--- config.mk ---
export PLATFORM = sky130hd
export DESIGN_NAME = pe_row_ws
export DESIGN_NICKNAME = d
export VERILOG_FILES = /design/src/rtl/pe_row_ws.sv
export SDC_FILE = /design/constraint.sdc
export NUM_CORES = 1
export LEC_CHECK = 0
export ABC_AREA = 1
export CAP_MARGIN = 0
export CORE_ASPECT_RATIO = 0.8
export CORE_UTILIZATION = 64
export DETAILED_ROUTE_END_ITERATION = 10
export HOLD_SLACK_MARGIN = 0.08
export MAX_ROUTING_LAYER = met4
export PLACE_DENSITY_LB_ADDON = 0.1
export SYNTH_ARGS = -nofsm -noshare
export SYNTH_HDL_FRONTEND = slang
export SYNTH_SLANG_ARGS = --single-unit
--- constraint.sdc ---
create_clock -name clk -period 14.1 [get_ports clk]
set_clock_uncertainty 0.05 [all_clocks]
set_input_delay 2.82 -clock clk [delete_from_list [all_inputs] [get_ports clk]]
set_output_delay 2.82 -clock clk [all_outputs]
set_load 0.1 [all_outputs]
--- src/rtl/pe_row_ws.sv ---
// pe_row_ws: weight-stationary systolic row of NPE multiply-accumulate cells.
//
// An X beat enters at cell 0 and moves one cell per clock. Each cell adds
// x * w (extended to AWIDTH) to its slice of psum_in and registers the result.
// Weights are double-buffered: a shadow bank is loaded serially (cell 0
// first) and then promoted to the active bank by w_swap, once no beat is in
// flight.
//
// Ports:
//   clk, rst           clock, synchronous active-high reset
//   mode_signed        1 = two's-complement operands for the beat being accepted
//   w_valid/w_data     weight word into the shadow bank, w_ready = can accept
//   w_swap/w_busy      promote shadow bank; w_busy while waiting for drain
//   x_valid/x_data     X beat into cell 0, x_ready = beat accepted
//   psum_in            NPE slices of AWIDTH, slice i feeds cell i (caller skews)
//   psum_out           registered partial sums, psum_valid per cell
//   x_out/x_out_valid  X leaving the last cell, one cycle after cell NPE-1
//   sat_flag           (PE_ROW_SAT_EN only) sticky per-cell saturation flag
//
// Build option: define PE_ROW_SAT_EN for saturating accumulation; otherwise
// sums wrap modulo 2^AWIDTH.
//
// Weight FSM states:
//   state      | meaning
//   FILL       | shadow bank accepting words, cnt = next cell to load
//   FULL       | shadow bank complete, waiting for w_swap
//   WAIT_DRAIN | swap requested, X input stalled until pipeline is empty

module pe_row_ws #(
  parameter int DWIDTH = 8,
  parameter int AWIDTH = 32,
  parameter int NPE    = 4
) (
  input  logic                  clk,
  input  logic                  rst,
  input  logic                  mode_signed,
  input  logic                  w_valid,
  input  logic [DWIDTH-1:0]     w_data,
  output logic                  w_ready,
  input  logic                  w_swap,
  output logic                  w_busy,
  input  logic                  x_valid,
  input  logic [DWIDTH-1:0]     x_data,
  output logic                  x_ready,
  input  logic [NPE*AWIDTH-1:0] psum_in,
  output logic [NPE*AWIDTH-1:0] psum_out,
  output logic [NPE-1:0]        psum_valid,
  output logic [DWIDTH-1:0]     x_out,
  output logic                  x_out_valid
`ifdef PE_ROW_SAT_EN
  ,
  output logic [NPE-1:0]        sat_flag
`endif
);

  localparam int CW = $clog2(NPE);

  typedef enum logic [1:0] {
    FILL       = 2'd0,
    FULL       = 2'd1,
    WAIT_DRAIN = 2'd2
  } state_t;

  state_t state_q, state_d;
  logic [CW-1:0] cnt_q, cnt_d;
  logic shadow_we;
  logic swap;

  logic [NPE-1:0][DWIDTH-1:0] shadow_q;
  logic [NPE-1:0][DWIDTH-1:0] active_q;

  // Stage 0 is the beat being accepted this cycle; stages 1..NPE-1 are registers.
  logic                       x_acc;
  logic [NPE-1:1]             v_q;
  logic [NPE-1:1]             s_q;
  logic [NPE-1:1][DWIDTH-1:0] x_q;
  logic [NPE-1:0]             stg_v;
  logic [NPE-1:0]             stg_s;
  logic [NPE-1:0][DWIDTH-1:0] stg_x;
  logic                       in_flight;

  assign w_ready   = (state_q == FILL);
  assign w_busy    = (state_q == WAIT_DRAIN);
  assign x_ready   = (state_q != WAIT_DRAIN);
  assign x_acc     = x_valid && x_ready;
  assign stg_v     = {v_q, x_acc};
  assign stg_s     = {s_q, mode_signed};
  assign stg_x     = {x_q, x_data};
  assign in_flight = |stg_v;

  always_comb begin
    state_d   = state_q;
    cnt_d     = cnt_q;
    shadow_we = 1'b0;
    swap      = 1'b0;
    unique case (state_q)
      FILL: begin
        if (w_valid) begin
          shadow_we = 1'b1;
          if (cnt_q == CW'(NPE-1)) begin
            cnt_d   = '0;
            state_d = FULL;
          end else begin
            cnt_d = cnt_q + CW'(1);
          end
        end
      end
      FULL: begin
        if (w_swap) begin
          if (!in_flight) begin
            swap    = 1'b1;
            state_d = FILL;
          end else begin
            state_d = WAIT_DRAIN;
          end
        end
      end
      WAIT_DRAIN: begin
        // x_acc is low here, so in_flight only reflects registered stages.
        if (!in_flight) begin
          swap    = 1'b1;
          state_d = FILL;
        end
      end
      default: state_d = FILL;
    endcase
  end

  always_ff @(posedge clk) begin
    if (rst) begin
      state_q  <= FILL;
      cnt_q    <= '0;
      shadow_q <= '0;
      active_q <= '0;
    end else begin
      state_q <= state_d;
      cnt_q   <= cnt_d;
      if (shadow_we) shadow_q[cnt_q] <= w_data;
      if (swap)      active_q <= shadow_q;
    end
  end

  always_ff @(posedge clk) begin
    if (rst) begin
      v_q         <= '0;
      s_q         <= '0;
      x_q         <= '0;
      x_out       <= '0;
      x_out_valid <= 1'b0;
    end else begin
      v_q         <= stg_v[NPE-2:0];
      s_q         <= stg_s[NPE-2:0];
      x_q         <= stg_x[NPE-2:0];
      x_out_valid <= stg_v[NPE-1];
      if (stg_v[NPE-1]) x_out <= stg_x[NPE-1];
    end
  end

  for (genvar i = 0; i < NPE; i++) begin : g_cell
    logic [AWIDTH-1:0] pin;
    logic [AWIDTH-1:0] xe;
    logic [AWIDTH-1:0] we;
    logic [AWIDTH-1:0] addend;
    logic [AWIDTH-1:0] nxt;
    logic              ovf;
    logic [AWIDTH-1:0] acc_q;
    logic              vld_q;

    assign pin = psum_in[i*AWIDTH +: AWIDTH];
    // Extending operands first makes the low AWIDTH bits of the product equal
    // to the sign/zero-extended 2*DWIDTH product.
    assign xe = {{(AWIDTH-DWIDTH){stg_s[i] & stg_x[i][DWIDTH-1]}}, stg_x[i]};
    assign we = {{(AWIDTH-DWIDTH){stg_s[i] & active_q[i][DWIDTH-1]}}, active_q[i]};
    assign addend = xe * we;

`ifdef PE_ROW_SAT_EN
    logic [AWIDTH:0] sum_w;
    always_comb begin
      sum_w = {stg_s[i] & pin[AWIDTH-1], pin} + {stg_s[i] & addend[AWIDTH-1], addend};
      ovf   = stg_s[i] ? (sum_w[AWIDTH] ^ sum_w[AWIDTH-1]) : sum_w[AWIDTH];
      nxt   = sum_w[AWIDTH-1:0];
      if (ovf) begin
        if (!stg_s[i])          nxt = '1;
        else if (sum_w[AWIDTH]) nxt = {1'b1, {(AWIDTH-1){1'b0}}};
        else                    nxt = {1'b0, {(AWIDTH-1){1'b1}}};
      end
    end

    logic sat_q;
    always_ff @(posedge clk) begin
      if (rst)                  sat_q <= 1'b0;
      else if (stg_v[i] && ovf) sat_q <= 1'b1;
    end
    assign sat_flag[i] = sat_q;
`else
    assign nxt = pin + addend;
    assign ovf = 1'b0;
`endif

    always_ff @(posedge clk) begin
      if (rst) begin
        acc_q <= '0;
        vld_q <= 1'b0;
      end else begin
        vld_q <= stg_v[i];
        if (stg_v[i]) acc_q <= nxt;
      end
    end

    assign psum_out[i*AWIDTH +: AWIDTH] = acc_q;
    assign psum_valid[i]                = vld_q;
  end

endmodule

### Word level (Yosys, flattened, before mapping)

Index checks and enable logic that the tools add are counted.

| word-level totals | value |
|---|---|
| bits of input ports | 150 |
| register bits after elaboration | 238 |
| output and inout port bits | 144 |
| word-level logic and storage cells | 72 |

| operators by class | value |
|---|---|
| $mul | 4 |
| magnitude comparators | 2 |
| add/subtract/negate cells | 5 |
| bitwise logic cells | 8 |
| equal/unequal tests | 8 |
| reductions and logical operators | 6 |
| mux-type cells | 15 |

Operators by type and width:

| cell | count |
|---|---|
| $add A32 B32 Y32 | 4 |
| $mul A9 B9 Y18 | 4 |
| $bwmux W32 | 1 |
| $demux W8 S2 | 1 |
| $mux W2 | 6 |
| $and A1 B1 Y1 | 8 |
| $mux W8 | 1 |
| $ne A2 B2 Y1 const B | 4 |
| $pmux W2 S3 | 1 |
| $eq A2 B2 Y1 const B | 2 |
| $mux W1 | 4 |
| $reduce_and A4 Y1 | 1 |
| $reduce_or A4 Y1 | 1 |
| $lt A2 B3 Y1 const B | 1 |
| $add A2 B1 Y2 const B | 1 |
| $eq A2 B1 Y1 const B | 1 |
| $ge A2 B1 Y1 const B | 1 |
| $logic_and A1 B1 Y1 | 2 |
| $logic_not A2 Y1 | 1 |
| $ne A2 B1 Y1 const B | 1 |
| $pmux W1 S2 | 1 |
| $reduce_and A2 Y1 | 1 |

### Logic depth before layout (Yosys ltp)

Gate-level depths: netlist (run 1).

| logic depth | value |
|---|---|
| word-level depth | 6 |
| gate-level depth with buffers | 37 |
| depth with buffers taken out | 36 |

### Worst setup path after synthesis (run 1)

Ideal clock, no wire load.

| path | value |
|---|---|
| path type | input-to-reg |
| start point | in x_data[7] |
| end point | reg g_cell[0].acc_q[22] |
| required time | 13.932 ns |
| library setup time | 0.118 ns |
| path slack | 5.331 ns |
| buffers on the path | 1 |
| stages on the path | 33 |
| arrival time | 8.601 ns |
| cells stage by stage | clkbuf_1 -> nand2_1 -> nor2_1 -> inv_1 -> fa_1 -> inv_1 -> fa_1 -> fa_1 -> fa_1 -> inv_1 -> fa_1 -> inv_1 -> ha_1 -> a21oi_1 -> nand2_1 -> nand2_1 -> nand2_1 -> a21oi_1 -> o21ai_0 -> a21oi_1 -> xor2_1 -> inv_1 -> ha_1 -> nand2_1 -> nor2_1 -> inv_1 -> nor2_2 -> nand3_1 -> or2_1 -> nand4_1 -> nand3_1 -> o211ai_1 -> inv_1 |

| on the way | value |
|---|---|
| cells in the longest elaborated chain, start to end | 3 |

RTL lines:

| item | RTL line | text |
|---|---|---|
| from (decl) | 43 | `input logic [DWIDTH-1:0] x_data,` |
| $and A1 B1 Y1 | 172 | `assign xe = {{(AWIDTH-DWIDTH){stg_s[i] & stg_x[i][DWIDTH-1]}}, stg_x[i]};` |
| $mul A9 B9 Y18 * | 174 | `assign addend = xe * we;` |
| $add A32 B32 Y32 * | 196 | `assign nxt = pin + addend;` |
| to (signal assigned) | 206 | `if (stg_v[i]) acc_q <= nxt;` |
| to (decl) | 166 | `logic [AWIDTH-1:0] acc_q;` |

Every way passes the cells marked *; elsewhere a longest branch is shown, timed or not.
A chain may end at the register's enable or synchronous reset.

### Worst setup path in the final report (run 1)

| path | value |
|---|---|
| start point | in x_data[7] |
| end point | reg g_cell[0].acc_q[30] |

Same word-level chain as after synthesis.

==> run_results.csv, run 1 <==
group,metric,value,unit
clocking,insertion_delay,0.55,ns
synthesis,ys_seq_area_share,16.23,%
grt,groute.usage.overall,36.73,%
clocking,clkTransAtPathRegs,0.07,ns
clocking,cts_hold_buffers,0,
worst_hold_path,hp-class,"register to register",
power_and_ir_drop,leakage,18.78,nW
sta,rsz0062_at_grt,"no",
synthesis,synth_seq_cells,235,
routing,vias_per_cell,5.411,
layout,synthToLayoutAreaGrowth,14.18,%
grt,grt-ovfl-total,0,
synthesis,ys_async_sr_fraction,0,%
sta,setup_tns,0,ns
critical_path,cpPeakStageDelay,0.73,ns
critical_path,end_kind,"register",
outcome,status,"finished, final reports clean",
die,core_area,0.04455,sq mm
die,fp.dieH,192.3,um
routing,routed_wirelength,82330,um
sta,final-max-slew-violation-count,0,
critical_path,arrival,9.89,ns
critical_path,required,14.51,ns
placed_design,dp_slack,4.141,ns
clocking,cts-root-buf,"clkbuf_16",
critical_path,path_buf_inv,7,
routing,vias,27358,
clocking,h-tree-depth,1,
synthesis,syn-num-nets,4954,
synthesis,synth.area.top_cells,"fa_1, dfxtp_1, ha_1",
sta,post-route-period-util,67.27,%
layout,nNetsFinal,5148,
synthesis,syn_area,0.02898,sq mm
die,initial_core_util,65.05,%
critical_path,startpoint_type,"input pin",
synthesis,synth_edf_count,0,
sta,max_freq,0.1054,GHz
routing,ant_nets,0,
grt,antenna_found_initial,6,
die,die_w,239.9,um
critical_path,critPathMaxFanout,14,
critical_path,worst-r2r-setup-slack,6.72,ns
grt,grt_pass1_wl,130600,um
placed_design,dpl.hpwl,67260,um
synthesis,synth_top_area_share,19.62,%
critical_path,cp.depth,30,
clocking,cts_buffer_depth,3,
routing,drc_errors,0,
die,rows,69,
sta,holdWs,0.4086,ns
routing,drt_iter0_drc,2057,
synthesis,avgSynthCellArea,6.846,sq um
synthesis,synth_flop_cell,"dfxtp_1",
die,dieArea,0.04614,sq mm
sta,setup_violations,0,
placed_design,numPortBuffers,293,
clocking,clock-sinks,235,
synthesis,yosysWarnings,0,
grt,grt_pass1_vias,25724,
sta,fin_ws,4.615,ns
routing,routedWlPerCell,16.28,um
layout,n_fill_cell,3707,
worst_hold_path,hold_path_depth,2,
clocking,cts_resized,0,
clocking,numCtsBuffers,26,
clocking,cts_tree,"yes",
power_and_ir_drop,power,2.559,mW
critical_path,rr_worst_depth,28,
flow_run,max_cap_viol_count,0,
sta,finalHoldViolCount,0,
die,io_pins,294,
sta,relSlewSlack,26.10,%
grt,grt_max_degree,95,
critical_path,critical_path.top_delay_family,"adder cells",
synthesis,yosysUniqueCellTypes,47,
placed_design,gp_congestion,1.034,
critical_path,cp_slowest_cell,"fa_1",
layout,final_util,74.27,%
sta,period_minus_slack,9.485,ns
power_and_ir_drop,powerDensity,77.34,mW/mm^2
clocking,post_cts_buffers,0,
power_and_ir_drop,max-vdd-ir-drop,111.0,uV
synthesis,yosys.area.top_type,"fa_1",
critical_path,worstSetupPathType,"input pin to register",
sta,worst_slew_pin_slew,1.108,ns
synthesis,synth_most_common_cell,"nand2_1",
synthesis,synth_cells,4233,
layout,drive_above_1_share,1.889,%
critical_path,cpMostUsedCell,"inv_1",
synthesis,synth_common_cells,"nand2_1, inv_1, nor2_1",
routing,drtPass1Iterations,6,
## stage by stage
| step | instance area (sq um) | instances |
|---|---|---|
| 6_report | 33090 | 5056 |
| 5_1_grt | 33090 | 5056 |
| 4_1_cts | 33070 | 5050 |
| 3_5_place_dp | 32200 | 5002 |
| 3_3_place_gp | 32200 | 5002 |
| 2_1_floorplan | 28980 | 4233 |
## cells in the final DEF (no fill, tap or decap), types with 4 or more instances in the layout
master	synthesis	layout
a21boi_0	11	11
a21o_1	27	27
a21oi_1	236	236
a21oi_2	4	4
a31oi_1	15	15
and3_1	8	8
buf_4	4	10
clkbuf_1	118	4
clkbuf_16	0	27
clkbuf_8	0	6
clkdlybuf4s50_1	0	292
clkinvlp_4	0	4
dfxtp_1	235	232
diode_2	0	6
fa_1	284	284
ha_1	287	287
inv_1	863	862
inv_2	4	4
nand2_1	901	901
nand3_1	233	233
nand4_1	42	42
nor2_1	513	513
nor3_1	25	25
nor4_2	5	5
o2111ai_1	4	4
o211ai_1	24	24
o21a_1	12	12
o21ai_0	176	176
o21ai_1	27	27
o21bai_1	16	16
o221ai_1	9	9
or2_0	6	6
or2_1	10	10
xnor2_1	29	29
xor2_1	68	68
## layout make-up
type	count	area, sq um	share of cell area (%)
Clock inverter	11	95.09	0.2874
Antenna cell	6	15.01	0.04538
Multi-Input combinational cell	2994	20480	61.91
Sequential cell	235	4708	14.23
Timing Repair Buffer	302	2998	9.061
Clock buffer	37	773.2	2.337
Inverter	868	3259	9.851
Tap cell	603	754.5	2.280
## worst reg2reg max path: cells and delay by family, from the launching register on
family                   cells  cell delay (ns)
buffers and inverters        6             0.56
AO/OA/AOI/OAI                4             0.94
AND/OR/NAND/NOR             11             1.80
adder cells (fa/ha/maj)      7             3.31
flip-flops                   1             0.60
## state kept, by name (all words and copies together) (netlist names)
register and count:
v_q 3, x_out 8, shadow_q 32, g_cell.vld_q 1
active_q 32, state_q 2, g_cell.acc_q 128, g_cell.xe 24
cnt_q 2, s_q 3
## power by group
part	internal (mW)	total [mW]	switching, mW
Clock	0.389	0.697	0.308
Combinational	0.282	1.06	0.774
Sequential	0.737	0.806	0.0692
Total	1.41	2.56	1.15
## per-layer routing
| layer | routed length, um | GRT usage [%] | vias up |
|---|---|---|---|
| met4 | 2770 | 12.08 | 0 |
| li1 | - | - | 13507 |
| met2 | 37190 | 57.73 | 993 |
| met1 | 36270 | 49.18 | 12695 |
| met3 | 6101 | 4.849 | 163 |
| met5 | 0 | - | - |
## path summary, 6_finish.rpt
kind	start	endpoint
setup / recovery	x_data[7]	g_cell[0].acc_q[30]
hold / removal	shadow_q[24]	shadow_q[24]
setup reg to reg	active_q[23]	g_cell[2].acc_q[25]
hold reg to reg	shadow_q[24]	shadow_q[24]
## cell families after synthesis
kind of cell / count (synthesis) / synth area share, %
DFF: 235 / 16.23
adders and majority gates: 571 / 32.01
xor gates and xnor gates: 97 / 2.932
buffers and inverters: 1004 / 13.08
AOI/OAI and AO/OA: 567 / 10.94
and+or+nand+nor: 1759 / 24.80
No activity file was read; power rests on OpenSTA's default activity.
==> run 2, diff against run 1 <==
--- a/config.mk
+++ b/config.mk
@@ -8,7 +8,7 @@
 export ABC_AREA = 1
 export CAP_MARGIN = 0
 export CORE_ASPECT_RATIO = 0.8
-export CORE_UTILIZATION = 64
+export CORE_UTILIZATION = 60
 export DETAILED_ROUTE_END_ITERATION = 10
 export HOLD_SLACK_MARGIN = 0.08
 export MAX_ROUTING_LAYER = met4
==> constraint.sdc (replaced) <==
create_clock -name clk -period 9.32 [get_ports clk]
set_clock_uncertainty 0.05 [all_clocks]
set_input_delay 1.864 -clock clk [delete_from_list [all_inputs] [get_ports clk]]
set_output_delay 1.864 -clock clk [all_outputs]
set_load 0.1 [all_outputs]
==> run 2 against run 1 <==
Compared with the run above:
- the run now ends with design-rule violations left
- combinational power is 50% higher
- design area is 0.12% higher
- sequential share of layout area hardly changed
- via count is 1.3% lower
- wire length is 1.3% lower
- setup slack worse by 3.7 ns
- sequential power is 51% higher
==> run_results.csv, run 2 (synthesis gave the netlist of run 1 again) <==
group,metric,value,unit
layout,largest_reg_flops,128,
routing,drtPass1Iterations,9,
layout,drive_above_1_share,1.934,%
routing,ant_nets,0,
critical_path,reg2reg_to,"g_cell[2].acc_q[21]",
critical_path,worstSetupPathType,"input pin to register",
critical_path,cp.depth,32,
clocking,post_cts_buffers,0,
die,io_pins,294,
routing,routedWlPerCell,16.01,um
grt,grt_pass1_wl,130400,um
clocking,insertion_delay,0.56,ns
critical_path,rr_worst_depth,29,
layout,nNetsFinal,5151,
clocking,clock-sinks,235,
critical_path,cpMostUsedCell,"inv_1",
grt,grt_pass1_vias,25534,
critical_path,critical_path.top_delay_family,"adder cells",
sta,max_freq,0.1187,GHz
sta,post-route-period-util,90.41,%
clocking,h-tree-depth,1,
placed_design,gp_congestion,1.060,
power_and_ir_drop,powerDensity,117.0,mW/mm^2
clocking,numCtsBuffers,27,
grt,groute.usage.overall,34.36,%
clocking,cts_hold_buffers,0,
clocking,cts_resized,0,
power_and_ir_drop,leakage,18.80,nW
clocking,clkTransAtPathRegs,0.06,ns
clocking,cts-root-buf,"clkbuf_16",
layout,top_regs,"g_cell.acc_q (128), active_q (32), shadow_q (32)",
die,rows,71,
routing,drt_iter0_drc,1973,
grt,grt_max_degree,85,
layout,n_fill_cell,4198,
critical_path,crit_end,"g_cell[0].acc_q[22]",
placed_design,dpl.hpwl,66850,um
sta,setup_violations,0,
grt,antenna_found_initial,8,
routing,drc_errors,11,
worst_hold_path,hp-class,"register to register",
critical_path,r2r-start,"active_q[23]",
critical_path,startpoint,"x_data[7]",
power_and_ir_drop,power,3.875,mW
clocking,cts_buffer_depth,3,
outcome,violations,"design-rule violations",
layout,final_cell_mix,"nand2_1, inv_1, nor2_1",
layout,layout_commonest_cell,"nand2_1",
outcome,status,"finished, violations left",
critical_path,arrival,8.89,ns
critical_path,required,9.78,ns
power_and_ir_drop,max-vdd-ir-drop,151.6,uV
critical_path,startpoint_type,"input pin",
critical_path,cpPeakStageDelay,0.68,ns
die,core_area,0.04735,sq mm
die,die_w,247.7,um
sta,rsz0062_at_grt,"no",
grt,grt-ovfl-total,0,
sta,worst_slew_pin_slew,1.092,ns
sta,final-max-slew-violation-count,0,
critical_path,critPathMaxFanout,14,
critical_path,end_kind,"register",
layout,synthToLayoutAreaGrowth,14.32,%
die,dieArea,0.04918,sq mm
critical_path,worst-r2r-setup-slack,1.93,ns
sta,relSlewSlack,26.98,%
critical_path,cp_slowest_cell,"clkdlybuf4s50_1",
die,fp.dieH,198.6,um
critical_path,path_buf_inv,8,
routing,vias,27007,
sta,period_minus_slack,8.427,ns
layout,regMostFlops,"g_cell.acc_q",
routing,routed_wirelength,81240,um
sta,setup_tns,0,ns
sta,finalHoldViolCount,0,
placed_design,numPortBuffers,293,
clocking,cts_tree,"yes",
flow_run,max_cap_viol_count,0,
routing,vias_per_cell,5.323,
die,initial_core_util,61.20,%
-- run 2: how the worst min path moves through the flow --
stage            startpoint      endpoint  depth (start not counted)
2_1_floorplan  shadow_q[23]  shadow_q[23]                          2
4_1_cts        shadow_q[10]  shadow_q[10]                          2
3_3_place_gp   shadow_q[11]  shadow_q[11]                          2
3_5_place_dp   shadow_q[10]  shadow_q[10]                          2
6_report       shadow_q[10]  shadow_q[10]                          2
5_1_grt        shadow_q[20]  shadow_q[20]                          2
-- run 2: worst register-to-register path, delay by kind of cell (launching register included) --
| family | cells | cell delay, ns |
|---|---|---|
| flops | 1 | 0.60 |
| compound gates | 2 | 0.41 |
| buf+inv | 7 | 0.62 |
| simple gates | 13 | 2.25 |
| fa+ha+maj | 7 | 3.36 |
-- run 2: per-stage QoR --
step	utilization (%)	std cells	setup WS, ns	area, sq um	hold slack [ns]
after floorplan	-	4233	1.507	28980	0.3878
after global placement	68.09	5021	0.4724	32240	0.3981
after detailed placement	68.09	5021	0.3522	32240	0.4009
after CTS	69.93	5067	0.9462	33110	0.4104
after global routing	69.97	5074	0.3522	33130	0.4305
final	69.97	5074	0.8934	33130	0.4093
-- run 2: metal layers --
metal	routed length (um)	track usage, %
met5	0	-
met1	37390	47.47
met4	2110	8.771
met2	35620	52.81
met3	6124	5.019
-- run 2: report_power, final --
group	switching, mW	total [mW]	internal [mW]
clock	0.462	1.06	0.602
sequential	0.104	1.22	1.12
combinational	1.16	1.59	0.426
total	1.73	3.87	2.14
-- run 2: area by class of cell --
cell class / instances / area (sq um) / share of cell area [%]
clock buffers: 34 / 752.0 / 2.270
inverters: 868 / 3258 / 9.835
well taps: 620 / 775.7 / 2.342
diodes: 7 / 17.52 / 0.05288
flip-flops and latches: 235 / 4708 / 14.21
multi-input cells: 2994 / 20480 / 61.83
repair buffers: 304 / 3013 / 9.095
clock inverters: 12 / 120.1 / 0.3626
